### src/rtl/simmem_delay_bank.sv
// Purpose: per-slot release-delay countdown for a simulated memory controller's message bank.
// Latency: release_en_o[a] rises in the cycle after edge t+D for an entry accepted at edge t with delay D.
// Backpressure: in_ready_o drops while the addressed slot is occupied, unless that slot is being released this cycle.
//
// Ports:
//   clk_i, rst_i            clock; asynchronous active-high reset
//   in_valid_i/in_ready_o   new delay entry handshake (in_addr_i = slot, in_delay_i = cycles)
//   release_en_o            multi-hot; slot may be released by the message bank
//   released_addr_onehot_i  slot actually released by the message bank this cycle (onehot or zero)
//   err_o                   sticky protocol-error flag (illegal or multi-hot release)
// Optional feature (macro SIMMEM_DELAY_BANK_STATS_EN):
//   occupancy_o             registered count of valid slots
//   max_occupancy_o         high-water mark of occupancy_o
module simmem_delay_bank #(
  parameter int NumSlots   = 8,
  parameter int AddrWidth  = 3,
  parameter int DelayWidth = 8
) (
  input  logic                  clk_i,
  input  logic                  rst_i,
  input  logic                  in_valid_i,
  output logic                  in_ready_o,
  input  logic [AddrWidth-1:0]  in_addr_i,
  input  logic [DelayWidth-1:0] in_delay_i,
  output logic [NumSlots-1:0]   release_en_o,
  input  logic [NumSlots-1:0]   released_addr_onehot_i,
  output logic                  err_o
`ifdef SIMMEM_DELAY_BANK_STATS_EN
  ,
  output logic [$clog2(NumSlots+1)-1:0] occupancy_o,
  output logic [$clog2(NumSlots+1)-1:0] max_occupancy_o
`endif
);

  logic [NumSlots-1:0]   valid_q, valid_d;
  logic [DelayWidth-1:0] cnt_q [NumSlots];
  logic [DelayWidth-1:0] cnt_d [NumSlots];
  logic                  err_q;
  logic                  fire;
  logic [NumSlots-1:0]   legal_rel;
  logic                  bad_rel;

  // Decoded purely from state so the message bank sees no input-to-output path.
  always_comb begin
    release_en_o = '0;
    for (int a = 0; a < NumSlots; a++) begin
      release_en_o[a] = valid_q[a] && (cnt_q[a] == '0);
    end
  end

  // A slot being released this cycle is treated as free, allowing same-cycle re-arm.
  assign in_ready_o = !valid_q[in_addr_i] || released_addr_onehot_i[in_addr_i];
  assign fire       = in_valid_i && in_ready_o;

  // Only releases of enabled slots take effect; anything else is flagged.
  assign legal_rel = released_addr_onehot_i & release_en_o;
  assign bad_rel   = ((released_addr_onehot_i & ~release_en_o) != '0) ||
                     ((released_addr_onehot_i &
                       (released_addr_onehot_i - NumSlots'(1))) != '0);

  always_comb begin
    valid_d = valid_q;
    cnt_d   = cnt_q;
    for (int a = 0; a < NumSlots; a++) begin
      if (fire && (in_addr_i == AddrWidth'(a))) begin
        // New load wins over a release of the same slot.
        valid_d[a] = 1'b1;
        cnt_d[a]   = in_delay_i;
      end else begin
        if (legal_rel[a]) begin
          valid_d[a] = 1'b0;
        end
        // Saturating countdown: parked at zero until released.
        if (valid_q[a] && (cnt_q[a] != '0)) begin
          cnt_d[a] = cnt_q[a] - DelayWidth'(1);
        end
      end
    end
  end

  always_ff @(posedge clk_i or posedge rst_i) begin
    if (rst_i) begin
      valid_q <= '0;
      err_q   <= 1'b0;
      for (int a = 0; a < NumSlots; a++) begin
        cnt_q[a] <= '0;
      end
    end else begin
      valid_q <= valid_d;
      cnt_q   <= cnt_d;
      if (bad_rel) begin
        err_q <= 1'b1;
      end
    end
  end

  assign err_o = err_q;

`ifdef SIMMEM_DELAY_BANK_STATS_EN
  localparam int OccWidth = $clog2(NumSlots + 1);

  logic [OccWidth-1:0] occ_d;
  logic [OccWidth-1:0] occ_q;
  logic [OccWidth-1:0] max_q;

  // Counting next-state valid bits gives +1 per fresh fire, -1 per legal
  // release, and net zero when both hit the same slot.
  always_comb begin
    occ_d = '0;
    for (int a = 0; a < NumSlots; a++) begin
      occ_d = occ_d + OccWidth'(valid_d[a]);
    end
  end

  always_ff @(posedge clk_i or posedge rst_i) begin
    if (rst_i) begin
      occ_q <= '0;
      max_q <= '0;
    end else begin
      occ_q <= occ_d;
      if (occ_d > max_q) begin
        max_q <= occ_d;
      end
    end
  end

  assign occupancy_o     = occ_q;
  assign max_occupancy_o = max_q;
`endif

endmodule

### config.mk
export PLATFORM = sky130hd
export DESIGN_NAME = simmem_delay_bank
export DESIGN_NICKNAME = d
export VERILOG_FILES = /design/src/rtl/simmem_delay_bank.sv
export SDC_FILE = /design/constraint.sdc
export NUM_CORES = 1
export LEC_CHECK = 0
export ABC_AREA = 1
export ABC_CLOCK_PERIOD_IN_PS = 3600
export CAP_MARGIN = 30
export CORE_UTILIZATION = 50
export CTS_BUF_LIST = sky130_fd_sc_hd__clkbuf_2
export DETAILED_ROUTE_END_ITERATION = 8
export GPL_ROUTABILITY_DRIVEN = 0
export PLACE_DENSITY = 0.69
export SYNTH_ARGS = -nofsm -noshare
export SYNTH_HDL_FRONTEND = slang
export SYNTH_SLANG_ARGS = --single-unit
### constraint.sdc
create_clock -name clk_i -period 3.6 [get_ports clk_i]
set_clock_uncertainty 0.05 [all_clocks]
set_input_delay 0.9 -clock clk_i [delete_from_list [all_inputs] [get_ports clk_i]]
set_output_delay 0.9 -clock clk_i [all_outputs]
set_load 0.005 [all_outputs]
==> impl_metrics.py <==
metrics = {
    "run_status": {
        "status": "completed",
    },
    "yosys": {
        "syn-cell-area_um2": 5400,
        "yosysWarnings": 0,
        "postSynthAreaPerCell_um2": 6.74,
        "ys_seq_elements": 73,
        "ys_seq_area_share_pct": 33.9,
        "synthDistinctLibCells": 29,
        "synth_fp_nets": 839,
        "yosysTopAreaCell": "dfrtp_1",
        "syn_inst": 801,
        "synthTopCellsByArea": "dfrtp_1 34%, nand3_1 17%, nand2_1 14%",
        "synth_top_area_share_pct": 33.9,
    },
    "timing": {
        "slew_headroom_pct": 58.7,
        "hold_violations": 0,
        "tightest_slew_ps": 617,
        "setup_ws_ps": 184,
        "fin_setup_tns_ps": 0,
        "finalCritPeriodShare_pct": 94.9,
        "setup_viol": 0,
        "rsz0062_at_grt": "no",
        "max_clock_freq_mhz": 293,
        "slew_viol_final": 0,
        "layout_min_cycle_time_ps": 3420,
    },
    "critical_path": {
        "rr_startpoint": "cnt_q[8]$_DFFE_PP0P_",
        "crit_top_cell": "clkdlybuf4s50_1",
        "criticalPathCategory": "input port to primary output",
        "path_cells": "clkdlybuf4s50_1, nand3_1, nand2_1, nor2_1, nand3_4, nand2_2, inv_1, clkdlybuf4s50_1",
        "ff2ff_setup_slack_ps": 1640,
        "crit_family": "buffers and inverters",
        "endpoint_kind": "primary output",
        "cp_slowest_cell": "clkdlybuf4s50_1",
        "cp_num_buf_inv": 3,
        "critPathRequiredTime_ps": 2650,
        "ff2ff_path_depth": 10,
        "crit_arrival_ps": 2470,
        "reg2reg_to": "cnt_q[8]$_DFFE_PP0P_",
        "slowest_delay_ps": 510,
        "crit_fanout": 5,
        "critPathLaunchType": "input port",
    },
    "grt": {
        "grt_use_met2_pct": 42.4,
        "use_met1_pct": 36.5,
        "top_usage_layer": "met2",
        "groute.usage.overall_pct": 26.6,
        "grt_max_degree": 74,
        "grt-ovfl-total": 0,
        "grt_pass1_vias": 4706,
        "antenna_found_initial": 1,
        "grt.met3_usage_pct": 3.46,
        "grt_pass1_wl_um": 23100,
    },
    "place": {
        "hpwl_um": 9560,
        "port-buffer-count": 31,
        "placed_area_um2": 5870,
        "post-place-cells": 955,
        "pre_cts_ws_ps": 8.00,
    },
    "cells_and_area": {
        "post_route_cells_drive_above_1_share_pct": 6.47,
        "ff_latch_area_um2": 1830,
        "layout.cells.non_filler": 972,
        "layout_common_cells": "195 x nand2_1, 182 x nand3_1, 93 x inv_1",
        "area_delta_synth_final_pct": 10.4,
        "final_common_cell": "nand2_1",
        "nFillCells": 1022,
        "fin_area_um2": 5960,
        "layout.nets": 868,
        "utilization_pct": 57.4,
        "multi_input_area_um2": 3060,
    },
    "detailed_routing": {
        "dr.pass1.iters": 9,
        "routedWlPerCell_um": 14.6,
        "viasPerCell": 5.43,
        "drc": 0,
        "final_antenna_net_count": 0,
        "wl_um": 14200,
        "drtIter0Drc": 330,
        "via_count": 5281,
    },
    "clock_tree": {
        "clk_pin_slew_ps": 180,
        "cts.sinks": 73,
        "cts_root_buf": "clkbuf_2",
        "cts_tree": "done",
        "cts_buffers": 9,
        "cts_setup_buffers": 0,
        "clock_path_buffers": 2,
        "clock_latency_ps": 560,
        "h-tree-depth": 3,
    },
    "hold_path": {
        "hold_path.class": "register to register",
        "worstHoldPathCells": 2,
        "worstHoldStart": "cnt_q[57]$_DFFE_PP0P_",
        "hold_path_end": "cnt_q[57]$_DFFE_PP0P_",
    },
    "power_and_ir_drop": {
        "p_leak_nw": 3.15,
        "p_per_area_nw_per_um2": 662,
        "ir_drop_v": 0.000339,
    },
    "floorplanning": {
        "num_rows": 37,
        "core_um2": 10400,
        "die_w_um": 106,
        "initial_core_util_pct": 52.0,
        "die_h_um": 106,
        "dieArea_um2": 11200,
        "io_pins": 32,
    },
    "flow_run": {
        "drv_cap": 0,
    },
}
## state kept, by name, summed over array words and instances, names as in the netlist
| register | count |
|---|---|
| cnt_q | 64 |
| valid_q | 8 |
| err_o | 1 |
## where the power goes
part,total (mW),leakage [nW],switching (mW),internal (mW)
clock,0.396,0.0606,0.307,0.0889
sequential,1.54,0.839,0.341,1.20
combinational,2.01,2.25,1.17,0.839
total,3.94,3.15,1.82,2.12
## worst reg2reg max path, delay by kind of cell, from the launching register on
kind                       cells  cell delay [ps]
DFF                            1              440
AOI/OAI and AO/OA              1              100
and+or+nand+nor                5              820
adders and majority gates      1              150
buffers and inverters          3              320
## what timing repair did
action / 4_1_cts / 5_1_grt
endpoints found under the setup margin: 1 / 1
resized for setup: 1 / 2
hold buffers: 0 / 0
## cells by family after synthesis
kind of cell / after synthesis / synth area share (%)
XOR/XNOR: 39 / 6.33
AND/OR/NAND/NOR: 503 / 42.2
adder cells (fa/ha/maj): 16 / 3.71
AO/OA/AOI/OAI: 43 / 4.45
buffers and inverters: 127 / 9.42
flip-flops: 73 / 33.9
## layout make-up
cell class	instances	area share [%]
tap	136	2.86
multi-input combinational	601	51.4
sequential	73	30.7
clock inverter	5	0.378
timing repair buffer	48	7.65
inverter	97	6.11
antenna	1	0.0420
clock buffer	11	0.924
## metrics by stage
step                hold WS, ps  total power, mW
finish                      486             3.94
global route                518             4.39
CTS                         493             3.95
detailed placement          449             3.54
global placement            442             3.46
floorplan                   426             3.13
## synthesized netlist by cell type (all sizes together)
cell and count:
inv 97, clkbuf 11, nand3 183, o21ai 24
nor2 96, a21oi 9, nor3b 2, dfrtp 73
o211ai 8, xor2 38, buf 19, ha 16
nor3 7, nand4 16, xnor2 1, nand3b 2
o22ai 1, nand2 197, o2111ai 1
## routing by layer
| layer | part of all wire [%] | vias up | wire length [um] |
|---|---|---|---|
| met5 | 0 | - | 0 |
| met4 | 2.1 | 0 | 300 |
| met3 | 4.9 | 22 | 695 |
| met2 | 46 | 142 | 6500 |
| met1 | 47 | 2476 | 6690 |
| li1 | - | 2641 | - |
## how the worst max path moves through the flow
stage	from	endpoint	slack [ps]	depth (start not counted)
final	released_addr_onehot_i[7]	in_ready_o	180	8
after global routing	released_addr_onehot_i[7]	in_ready_o	130	8
after CTS	in_addr_i[0]	in_ready_o	50	9
after detailed placement	in_addr_i[1]	in_ready_o	8	9
after global placement	in_addr_i[1]	in_ready_o	20	9
after floorplan	rst_i	cnt_q[0]$_DFFE_PP0P_	800	1
(Power assumes the default switching activity.)
